**src/rtl/bram_l7_pkg.sv**
```systemverilog
// Shared types and constants for the layer-7 BRAM streaming reader.
// The FSM states, the FIFO beat layout and the pointer helper all live here.
package bram_l7_pkg;

   localparam int N_LANES    = 8;
   localparam int DW         = N_LANES * 16;
   localparam int BRAM_DEPTH = 1024;
   localparam int AW         = $clog2(BRAM_DEPTH);
   localparam int LW         = 10;
   localparam int RD_LAT     = 1;
   localparam int FIFO_DEPTH = 3;

   typedef enum logic [1:0] {
      IDLE  = 2'd0,
      RUN   = 2'd1,
      DRAIN = 2'd2,
      DONE  = 2'd3
   } state_t;

   typedef struct packed {
      logic [DW-1:0] data1;
      logic [DW-1:0] data2;
      logic          last;
   } beat_t;

   // Ring-pointer advance for a depth that is not a power of two.
   function automatic logic [1:0] fifo_ptr_inc(input logic [1:0] ptr);
      return (ptr == 2'(FIFO_DEPTH - 1)) ? 2'd0 : ptr + 2'd1;
   endfunction

endpackage

```
**src/rtl/bram_l7_rd_fifo.sv**
```systemverilog
// Three-entry beat FIFO between the BRAM read ports and the output stream.
// The head entry is presented combinationally; push into a full or pop from an empty FIFO is ignored.
module bram_l7_rd_fifo
   import bram_l7_pkg::*;
(
   input  logic       clk,
   input  logic       rst_n,
   input  logic       push,
   input  logic       pop,
   input  beat_t      din,
   output beat_t      head,
   output logic [1:0] count
);

   beat_t      mem_reg [FIFO_DEPTH];
   logic [1:0] wr_ptr_reg;
   logic [1:0] rd_ptr_reg;
   logic [1:0] count_reg;
   logic       push_ok;
   logic       pop_ok;

   assign push_ok = push && (count_reg != 2'(FIFO_DEPTH));
   assign pop_ok  = pop && (count_reg != 2'd0);

   always_ff @(posedge clk or negedge rst_n) begin
      if (!rst_n) begin
         for (int i = 0; i < FIFO_DEPTH; i++) begin
            mem_reg[i] <= '0;
         end
      end else if (push_ok) begin
         mem_reg[wr_ptr_reg] <= din;
      end
   end

   always_ff @(posedge clk or negedge rst_n) begin
      if (!rst_n) begin
         wr_ptr_reg <= 2'd0;
         rd_ptr_reg <= 2'd0;
         count_reg  <= 2'd0;
      end else begin
         if (push_ok) begin
            wr_ptr_reg <= fifo_ptr_inc(wr_ptr_reg);
         end
         if (pop_ok) begin
            rd_ptr_reg <= fifo_ptr_inc(rd_ptr_reg);
         end
         case ({push_ok, pop_ok})
            2'b10:   count_reg <= count_reg + 2'd1;
            2'b01:   count_reg <= count_reg - 2'd1;
            default: count_reg <= count_reg;
         endcase
      end
   end

   assign head  = mem_reg[rd_ptr_reg];
   assign count = count_reg;

endmodule

```
**src/rtl/bram_l7_reader.sv**
```systemverilog
// Streaming read controller for the layer-7 feature-map BRAM: even words on port 1, odd on port 2.
// Optional stall counter output is enabled by defining BRAM_L7_RD_STALL_CNT_EN.
module bram_l7_reader
   import bram_l7_pkg::*;
(
   input  logic          clk,
   input  logic          rst_n,
   input  logic          start,
   input  logic [AW-1:0] base_addr,
   input  logic [LW-1:0] len,
   output logic          busy,
   output logic          done,
   output logic [AW-1:0] bram_addr1,
   output logic [AW-1:0] bram_addr2,
   output logic          bram_wr,
   input  logic [DW-1:0] bram_dout1,
   input  logic [DW-1:0] bram_dout2,
   output logic [DW-1:0] out_data1,
   output logic [DW-1:0] out_data2,
   output logic          out_valid,
   input  logic          out_ready,
   output logic          out_last
`ifdef BRAM_L7_RD_STALL_CNT_EN
   ,
   output logic [15:0]   stall_cnt
`endif
);

   state_t        state_reg;
   state_t        state_next;
   logic [AW-1:0] addr1_reg;
   logic [AW-1:0] addr2_reg;
   logic [LW-1:0] rem_reg;
   logic          inflight_reg;
   logic          inflight_last_reg;

   logic          start_acc;
   logic          issue;
   logic          last_issue;
   logic          pop;
   logic [2:0]    occ;
   logic [1:0]    fifo_count;
   beat_t         fifo_din;
   beat_t         fifo_head;

   assign start_acc  = (state_reg == IDLE) && start;
   // Reserve a FIFO slot for every read in flight so a returning word always has room.
   assign occ        = {1'b0, fifo_count} + {2'b00, inflight_reg};
   assign issue      = (state_reg == RUN) && (occ < 3'(FIFO_DEPTH));
   assign last_issue = issue && (rem_reg == LW'(1));
   assign pop        = out_valid && out_ready;

   always_ff @(posedge clk or negedge rst_n) begin
      if (!rst_n) begin
         state_reg <= IDLE;
      end else begin
         state_reg <= state_next;
      end
   end

   always_comb begin
      state_next = state_reg;
      case (state_reg)
         IDLE: begin
            if (start) begin
               state_next = (len == '0) ? DONE : RUN;
            end
         end
         RUN: begin
            if (last_issue) begin
               state_next = DRAIN;
            end
         end
         DRAIN: begin
            // Leave as the final beat is accepted so done lands one cycle after it.
            if (!inflight_reg && ((fifo_count == 2'd0) || ((fifo_count == 2'd1) && pop))) begin
               state_next = DONE;
            end
         end
         DONE: state_next = IDLE;
         default: state_next = IDLE;
      endcase
   end

   always_ff @(posedge clk or negedge rst_n) begin
      if (!rst_n) begin
         addr1_reg         <= '0;
         addr2_reg         <= AW'(1);
         rem_reg           <= '0;
         inflight_reg      <= 1'b0;
         inflight_last_reg <= 1'b0;
      end else begin
         if (start_acc && (len != '0)) begin
            addr1_reg <= base_addr;
            addr2_reg <= base_addr + AW'(1);
            rem_reg   <= len;
         end else if (issue) begin
            addr1_reg <= addr1_reg + AW'(2);
            addr2_reg <= addr2_reg + AW'(2);
            rem_reg   <= rem_reg - LW'(1);
         end
         inflight_reg      <= issue;
         inflight_last_reg <= last_issue;
      end
   end

   assign fifo_din = '{data1: bram_dout1, data2: bram_dout2, last: inflight_last_reg};

   bram_l7_rd_fifo u_fifo (
      .clk   (clk),
      .rst_n (rst_n),
      .push  (inflight_reg),
      .pop   (pop),
      .din   (fifo_din),
      .head  (fifo_head),
      .count (fifo_count)
   );

   assign busy       = (state_reg != IDLE);
   assign done       = (state_reg == DONE);
   assign bram_addr1 = addr1_reg;
   assign bram_addr2 = addr2_reg;
   assign bram_wr    = 1'b0;
   assign out_valid  = (fifo_count != 2'd0);
   assign out_data1  = fifo_head.data1;
   assign out_data2  = fifo_head.data2;
   assign out_last   = out_valid && fifo_head.last;

`ifdef BRAM_L7_RD_STALL_CNT_EN
   logic [15:0] stall_cnt_reg;

   always_ff @(posedge clk or negedge rst_n) begin
      if (!rst_n) begin
         stall_cnt_reg <= 16'd0;
      end else if (start_acc) begin
         stall_cnt_reg <= 16'd0;
      end else if (out_valid && !out_ready && (stall_cnt_reg != 16'hFFFF)) begin
         stall_cnt_reg <= stall_cnt_reg + 16'd1;
      end
   end

   assign stall_cnt = stall_cnt_reg;
`endif

endmodule

```
**config.mk**
```make
export PLATFORM = sky130hd
export DESIGN_NAME = bram_l7_reader
export DESIGN_NICKNAME = d
export VERILOG_FILES = /design/src/rtl/bram_l7_pkg.sv /design/src/rtl/bram_l7_rd_fifo.sv /design/src/rtl/bram_l7_reader.sv
export SDC_FILE = /design/constraint.sdc
export NUM_CORES = 1
export LEC_CHECK = 0
export ABC_AREA = 1
export CAP_MARGIN = 10
export CORE_MARGIN = 2
export CORE_UTILIZATION = 32
export DETAILED_ROUTE_END_ITERATION = 8
export PLACE_DENSITY = 0.51
export SLEW_MARGIN = 15
export SYNTH_ARGS = -nofsm -noshare
export SYNTH_HDL_FRONTEND = slang
export SYNTH_SLANG_ARGS = --single-unit
```
**constraint.sdc**
```tcl
create_clock -name clk -period 4.4 [get_ports clk]
set_input_delay 0.44 -clock clk [delete_from_list [all_inputs] [get_ports clk]]
set_output_delay 0.44 -clock clk [all_outputs]
set_load 0.02 [all_outputs]
```
==> results.sh, run 1 <==
export IMPL_status="finished clean"
export IMPL_arrival_ns=3.16
export IMPL_crit_type="register to output port"
export IMPL_area_growth_pct=27.88
export IMPL_ant_nets=0
export IMPL_fin_tns_setup_ns=0
export IMPL_power_mw=40.72
export IMPL_synth_edff_count=0
export IMPL_power_density_nw_per_um2=879.7
export IMPL_synth_yosys_seq_area_share=0.5608
export IMPL_dr_pass1_iters=6
export IMPL_netlist_area_um2=36190
export IMPL_finalHoldViolations=0
export IMPL_drt_initial_drc_count=2163
export IMPL_grt_overflow_total=0
export IMPL_antenna_found_initial=28
export IMPL_crit_path_end_kind="output port"
export IMPL_num_nets_final=5015
export IMPL_post_drt_wl_per_cell_um=17.08
export IMPL_yosysTopAreaCell="dfrtp_1"
export IMPL_grt_pass1_wl_um=171100
export IMPL_layout_commonest_cell="nand2_1"
export IMPL_cts_setup_buffers=0
export IMPL_hpwlAfterDp_um=70610
export IMPL_drt_wl_total_um=107700
export IMPL_row_count=123
export IMPL_setup_viol=0
export IMPL_hold_path_class="primary input to register"
export IMPL_syn_inst=4268
export IMPL_cts_tree="yes"
export IMPL_cts_resized_gates=0
export IMPL_numCtsBuffers=93
export IMPL_die_h_um=340.3
export IMPL_cts_num_sinks=811
export IMPL_timing_final_crit_share=0.8188
export IMPL_relSlewSlack=0.3004
export IMPL_crit_path_start_kind="register"
export IMPL_vdd_ir_drop_max_mv=0.4447
export IMPL_rsz0062_at_grt="no"
export IMPL_clockBufferDepth=3
export IMPL_layout_common_cells="nand2_1 (1683), dfrtp_1 (810), clkdlybuf4s50_1 (558)"
export IMPL_clock_fmax_mhz=277.6
export IMPL_clock_skew_ns=0.02589
export IMPL_grt_start_max_net_pins=200
export IMPL_clk_latency_ns=0.67
export IMPL_ios=561
export IMPL_initial_core_util=0.3222
export IMPL_p_leak_nw=22.22
export IMPL_drcViolationCount=0
export IMPL_htree_num_levels=3
export IMPL_drive_gt1_frac=0.08805
export IMPL_drv_slew=0
export IMPL_dieArea_um2=115800
export IMPL_track_usage=0.1856
export IMPL_via_per_inst=4.644
export IMPL_clk_pin_slew_ns=0.06
export IMPL_clockRootBuffer="clkbuf_16"
export IMPL_die_w_um=340.3
export IMPL_ys_flop_type="dfrtp_1"
export IMPL_numPortBuffers=559
export IMPL_synth_top_cell_area_share=0.5600
export IMPL_largest_reg_flops=771
export IMPL_grt_pass1_vias=28990
export IMPL_num_vias=29268
export IMPL_tightest_slew_ns=1.049
export IMPL_crit_required_ns=3.96
export IMPL_worstPathMaxFanout=91
export IMPL_drv_cap=0
export IMPL_synth_cell_types=31
export IMPL_ys_warn_count=0
export IMPL_syn_area_per_cell_um2=8.480
export IMPL_min_period_ns=3.603
export IMPL_synth_area_leaders="dfrtp_1 (56%), nand2_1 (17%), o21ai_1 (5.9%)"
export IMPL_ys_ff_latch=811
export IMPL_synth_fp_nets=4564
export IMPL_ctsHoldBuffers=1
export IMPL_core_um2=112300
export IMPL_ys_async_sr_fraction=1.000
export IMPL_place_gp_congestion=0.8419
## worst max-delay path: stages (launching register included)
cell and delay (ns):
dfrtp_1 0.41, inv_1 0.09, nand2_1 0.13, inv_8 0.53, buf_12 0.35, nand2_1 0.09
nand3_1 0.20, clkdlybuf4s50_1 0.65
## cells by family after synthesis
group                      share of synthesized area
buffers and inverters                        0.07333
xor gates and xnor gates                    0.003146
AOI/OAI and AO/OA                             0.1296
other                                      0.0001036
DFF                                           0.5608
and+or+nand+nor                               0.2275
adders and majority gates                   0.005531
## worst paths after layout
kind / start / endpoint / slack [ns] / cells past startpoint
worst max-delay path: u_fifo.rd_ptr_reg[1] / out_data1[43] / 0.80 / 7
worst min-delay path: bram_dout2[29] / u_fifo.mem_reg[287] / 0.36 / 3
worst max register to register: u_fifo.count[0] / u_fifo.mem_reg[301] / 1.65 / 6
worst min register to register: bram_addr2[0] / bram_addr2[0] / 0.46 / 2
max in group asynchronous: rst_n / u_fifo.mem_reg[433] / 2.70 / 4
min in group asynchronous: rst_n / u_fifo.mem_reg[97] / 0.39 / 2
## synth_stat cells (2+ instances only)
master and number:
or2_2 3, nand2_1 1683, inv_2 2, buf_1 8, nor2_1 49, xnor2_1 6, clkinv_1 2, nand3_2 2
nand3b_1 7, nor3_1 2, o21ai_0 159, dfrtp_1 810, nand4_1 4, o21ai_1 426, buf_2 108, nand3_1 311
inv_1 308, buf_4 32, o21ai_2 198, a21oi_1 3, buf_6 32, ha_1 16, clkbuf_1 83, xor2_1 7
## power by group
part           switching (mW)  internal, mW  leakage [nW]
Sequential               2.12          11.2          9.81
Clock                    3.27          4.90          1.59
Combinational            11.4          7.80          10.8
Total                    16.8          23.9          22.2
## cell type report
type                    count  area, µm²
inverters                 312       1186
clock inverters            36      591.8
diodes                     10      25.02
flip-flops and latches    811      20300
clock buffers             133       2668
multi-input cells        2882      13270
repair buffers            619       6366
well taps                1500       1877
fillers                 11409      66060
## per-layer routing
metal / GRT usage / vias up / wire length (µm) / share of wire
li1: - / 14504 / - / -
met3: 0.05222 / 184 / 7147 / 0.066
met4: 0.06296 / 34 / 3298 / 0.031
met1: 0.2511 / 13870 / 48560 / 0.45
met2: 0.2854 / 676 / 48420 / 0.45
met5: 0 / - / 229 / 0.0021
## through the flow
step                setup slack (ns)  instance area, µm²    util  cells  hold slack [ns]
detailed placement             1.434               42990  0.3826   6123           0.4563
finish                        0.7974               46280  0.4120   6303           0.3588
floorplan                      2.691               36190       -   4268           0.1444
CTS                           0.6685               46260  0.4117   6293           0.2910
global route                  0.5731               46280  0.4119   6301           0.3192
global placement               1.402               42990  0.3826   6123           0.4577
No activity file was read; power rests on OpenSTA's default activity.
==> inputs of run 2 (changes only) <==
--- a/config.mk
+++ b/config.mk
@@ -10,7 +10,7 @@
 export CORE_MARGIN = 2
 export CORE_UTILIZATION = 32
 export DETAILED_ROUTE_END_ITERATION = 8
-export PLACE_DENSITY = 0.51
+export PLACE_DENSITY = 0.53
 export SLEW_MARGIN = 15
 export SYNTH_ARGS = -nofsm -noshare
 export SYNTH_HDL_FRONTEND = slang
==> constraint.sdc (replaced) <==
create_clock -name clk -period 3 [get_ports clk]
set_input_delay 0.3 -clock clk [delete_from_list [all_inputs] [get_ports clk]]
set_output_delay 0.3 -clock clk [all_outputs]
set_load 0.02 [all_outputs]
==> results.sh, run 2 (synthesis gave the netlist of run 1 again) <==
export IMPL_status="finished clean"
export IMPL_die_h_um=340.3
export IMPL_worstHoldStart="bram_dout1[12]"
export IMPL_crit_required_ns=2.70
export IMPL_cts_num_sinks=811
export IMPL_numPlacedInstances=6186
export IMPL_drv_cap=0
export IMPL_hpwlAfterDp_um=73170
export IMPL_p_seq_frac=0.333
export IMPL_place_gp_congestion=0.7809
export IMPL_timing_rr_start="u_fifo.count[0]"
export IMPL_layout_commonest_cell="nand2_1"
export IMPL_antenna_found_initial=16
export IMPL_fillers=11424
export IMPL_p_sw_mw=24.92
export IMPL_grt_overflow_total=0
export IMPL_power_density_nw_per_um2=1245
export IMPL_clockRootBuffer="clkbuf_16"
export IMPL_row_count=123
export IMPL_track_usage=0.1900
export IMPL_ios=561
export IMPL_p_comb_frac=0.466
export IMPL_clockBufferDepth=3
export IMPL_vdd_ir_drop_max_mv=0.7258
export IMPL_crit_path_start_kind="register"
export IMPL_layout_common_cells="nand2_1 (1681), dfrtp_1 (810), o21ai_1 (426)"
export IMPL_worstPathMaxFanout=11
export IMPL_fin_hold_ws_ns=0.2064
export IMPL_dieArea_um2=115800
export IMPL_grt_start_max_net_pins=91
export IMPL_clock_skew_ns=0.04107
export IMPL_startpoint="u_fifo.rd_ptr_reg[0]"
export IMPL_arrival_ns=2.52
export IMPL_drive_gt1_frac=0.1034
export IMPL_min_period_ns=2.819
export IMPL_drv_slew=0
export IMPL_clock_fmax_mhz=354.8
export IMPL_cts_tree="yes"
export IMPL_drt_initial_drc_count=2136
export IMPL_core_um2=112300
export IMPL_netSwitchingFraction=0.4258
export IMPL_hold_path_class="primary input to register"
export IMPL_relSlewSlack=0.4897
export IMPL_drcViolationCount=0
export IMPL_power_mw=58.53
export IMPL_crit_path_end_kind="output port"
export IMPL_pwr_share_clk=0.201
export IMPL_via_per_inst=4.641
export IMPL_clk_latency_ns=0.69
export IMPL_num_nets_final=5094
export IMPL_grt_pass1_wl_um=174500
export IMPL_ant_nets=0
export IMPL_rsz0062_at_grt="no"
export IMPL_num_vias=29594
export IMPL_post_drt_wl_per_cell_um=17.21
export IMPL_p_leak_nw=23.46
export IMPL_area_growth_pct=29.88
export IMPL_tightest_slew_ns=0.7654
export IMPL_crit_type="register to output port"
export IMPL_clk_pin_slew_ns=0.06
export IMPL_numPortBuffers=559
export IMPL_final_cells=6377
export IMPL_largest_reg_flops=771
export IMPL_drt_wl_total_um=109800
export IMPL_dr_pass1_iters=6
export IMPL_setup_viol=0
export IMPL_die_w_um=340.3
export IMPL_finalHoldViolations=0
export IMPL_grt_pass1_vias=29189
export IMPL_p_int_mw=33.61
export IMPL_htree_num_levels=3
export IMPL_numCtsBuffers=94
export IMPL_initial_core_util=0.3222
export IMPL_timing_final_crit_share=0.9396
[run 2: routing by layer]
| layer | part of all wire | up-vias | track usage |
|---|---|---|---|
| met5 | 0.0013 | - | 0 |
| met4 | 0.027 | 20 | 0.05314 |
| met3 | 0.051 | 175 | 0.03748 |
| met2 | 0.46 | 678 | 0.2990 |
| met1 | 0.46 | 14060 | 0.2660 |
| li1 | - | 14661 | - |
[run 2: power by group through the flow]
stage                     combinational [mW]  clock [mW]  sequential (mW)
after floorplan                         17.0           0             19.0
after global placement                  29.0           0             19.5
after detailed placement                29.2           0             19.6
after CTS                               27.8        12.1             19.5
after global routing                    30.2        12.6             20.2
final                                   27.3        11.8             19.5
[run 2: final cells by class]
cell class	count	area, µm²	area share
Timing Repair inverter	3	26.28	0.0005590
Inverter	312	1204	0.02561
Multi-Input combinational cell	2882	13290	0.2828
Sequential cell	811	20300	0.4318
Antenna cell	5	12.51	0.0002662
Timing Repair Buffer	694	7119	0.1515
Clock inverter	35	493.0	0.01049
Clock buffer	135	2686	0.05715
Tap cell	1500	1877	0.03993
[run 2: timing repair]
item / in CTS / in global routing
hold buffers: 1 / 0
pin swaps: 0 / 0
buffers inserted: 8 / 0
endpoints found under the hold margin: 53 / 0
resized for setup: 272 / 12
cloned: 7 / 0
endpoints found under the setup margin: 254 / 12
[run 2: final timing paths]
path                                       end  slack (ns)  cells after the start
setup / recovery                  out_data2[8]        0.18                      8
hold / removal             u_fifo.mem_reg[398]        0.21                      3
setup reg to reg           u_fifo.mem_reg[193]        0.84                      6
hold reg to reg                  bram_addr2[0]        0.47                      2
max in group asynchronous  u_fifo.mem_reg[167]        1.72                      4
min in group asynchronous  u_fifo.mem_reg[347]        0.27                      2
[run 2: stage by stage]
stage	utilization	setup TNS, ns	setup slack [ns]	area (µm²)
after global routing	0.4184	0	0.002651	47010
after floorplan	-	0	1.302	36190
after global placement	0.3894	0	0.3840	43750
after detailed placement	0.3894	0	0.4163	43750
after CTS	0.4181	-0.2678	-0.1354	46970
final	0.4184	0	0.1812	47010
[run 2: worst max-delay path, cell delays in order, from the launching register on]
cell and delay [ns]:
dfrtp_1 0.45, inv_1 0.14, nand2_4 0.15, inv_16 0.15, buf_6 0.20, buf_4 0.23, nand2_1 0.07, nand3_1 0.11
dlygate4sd2_1 0.35
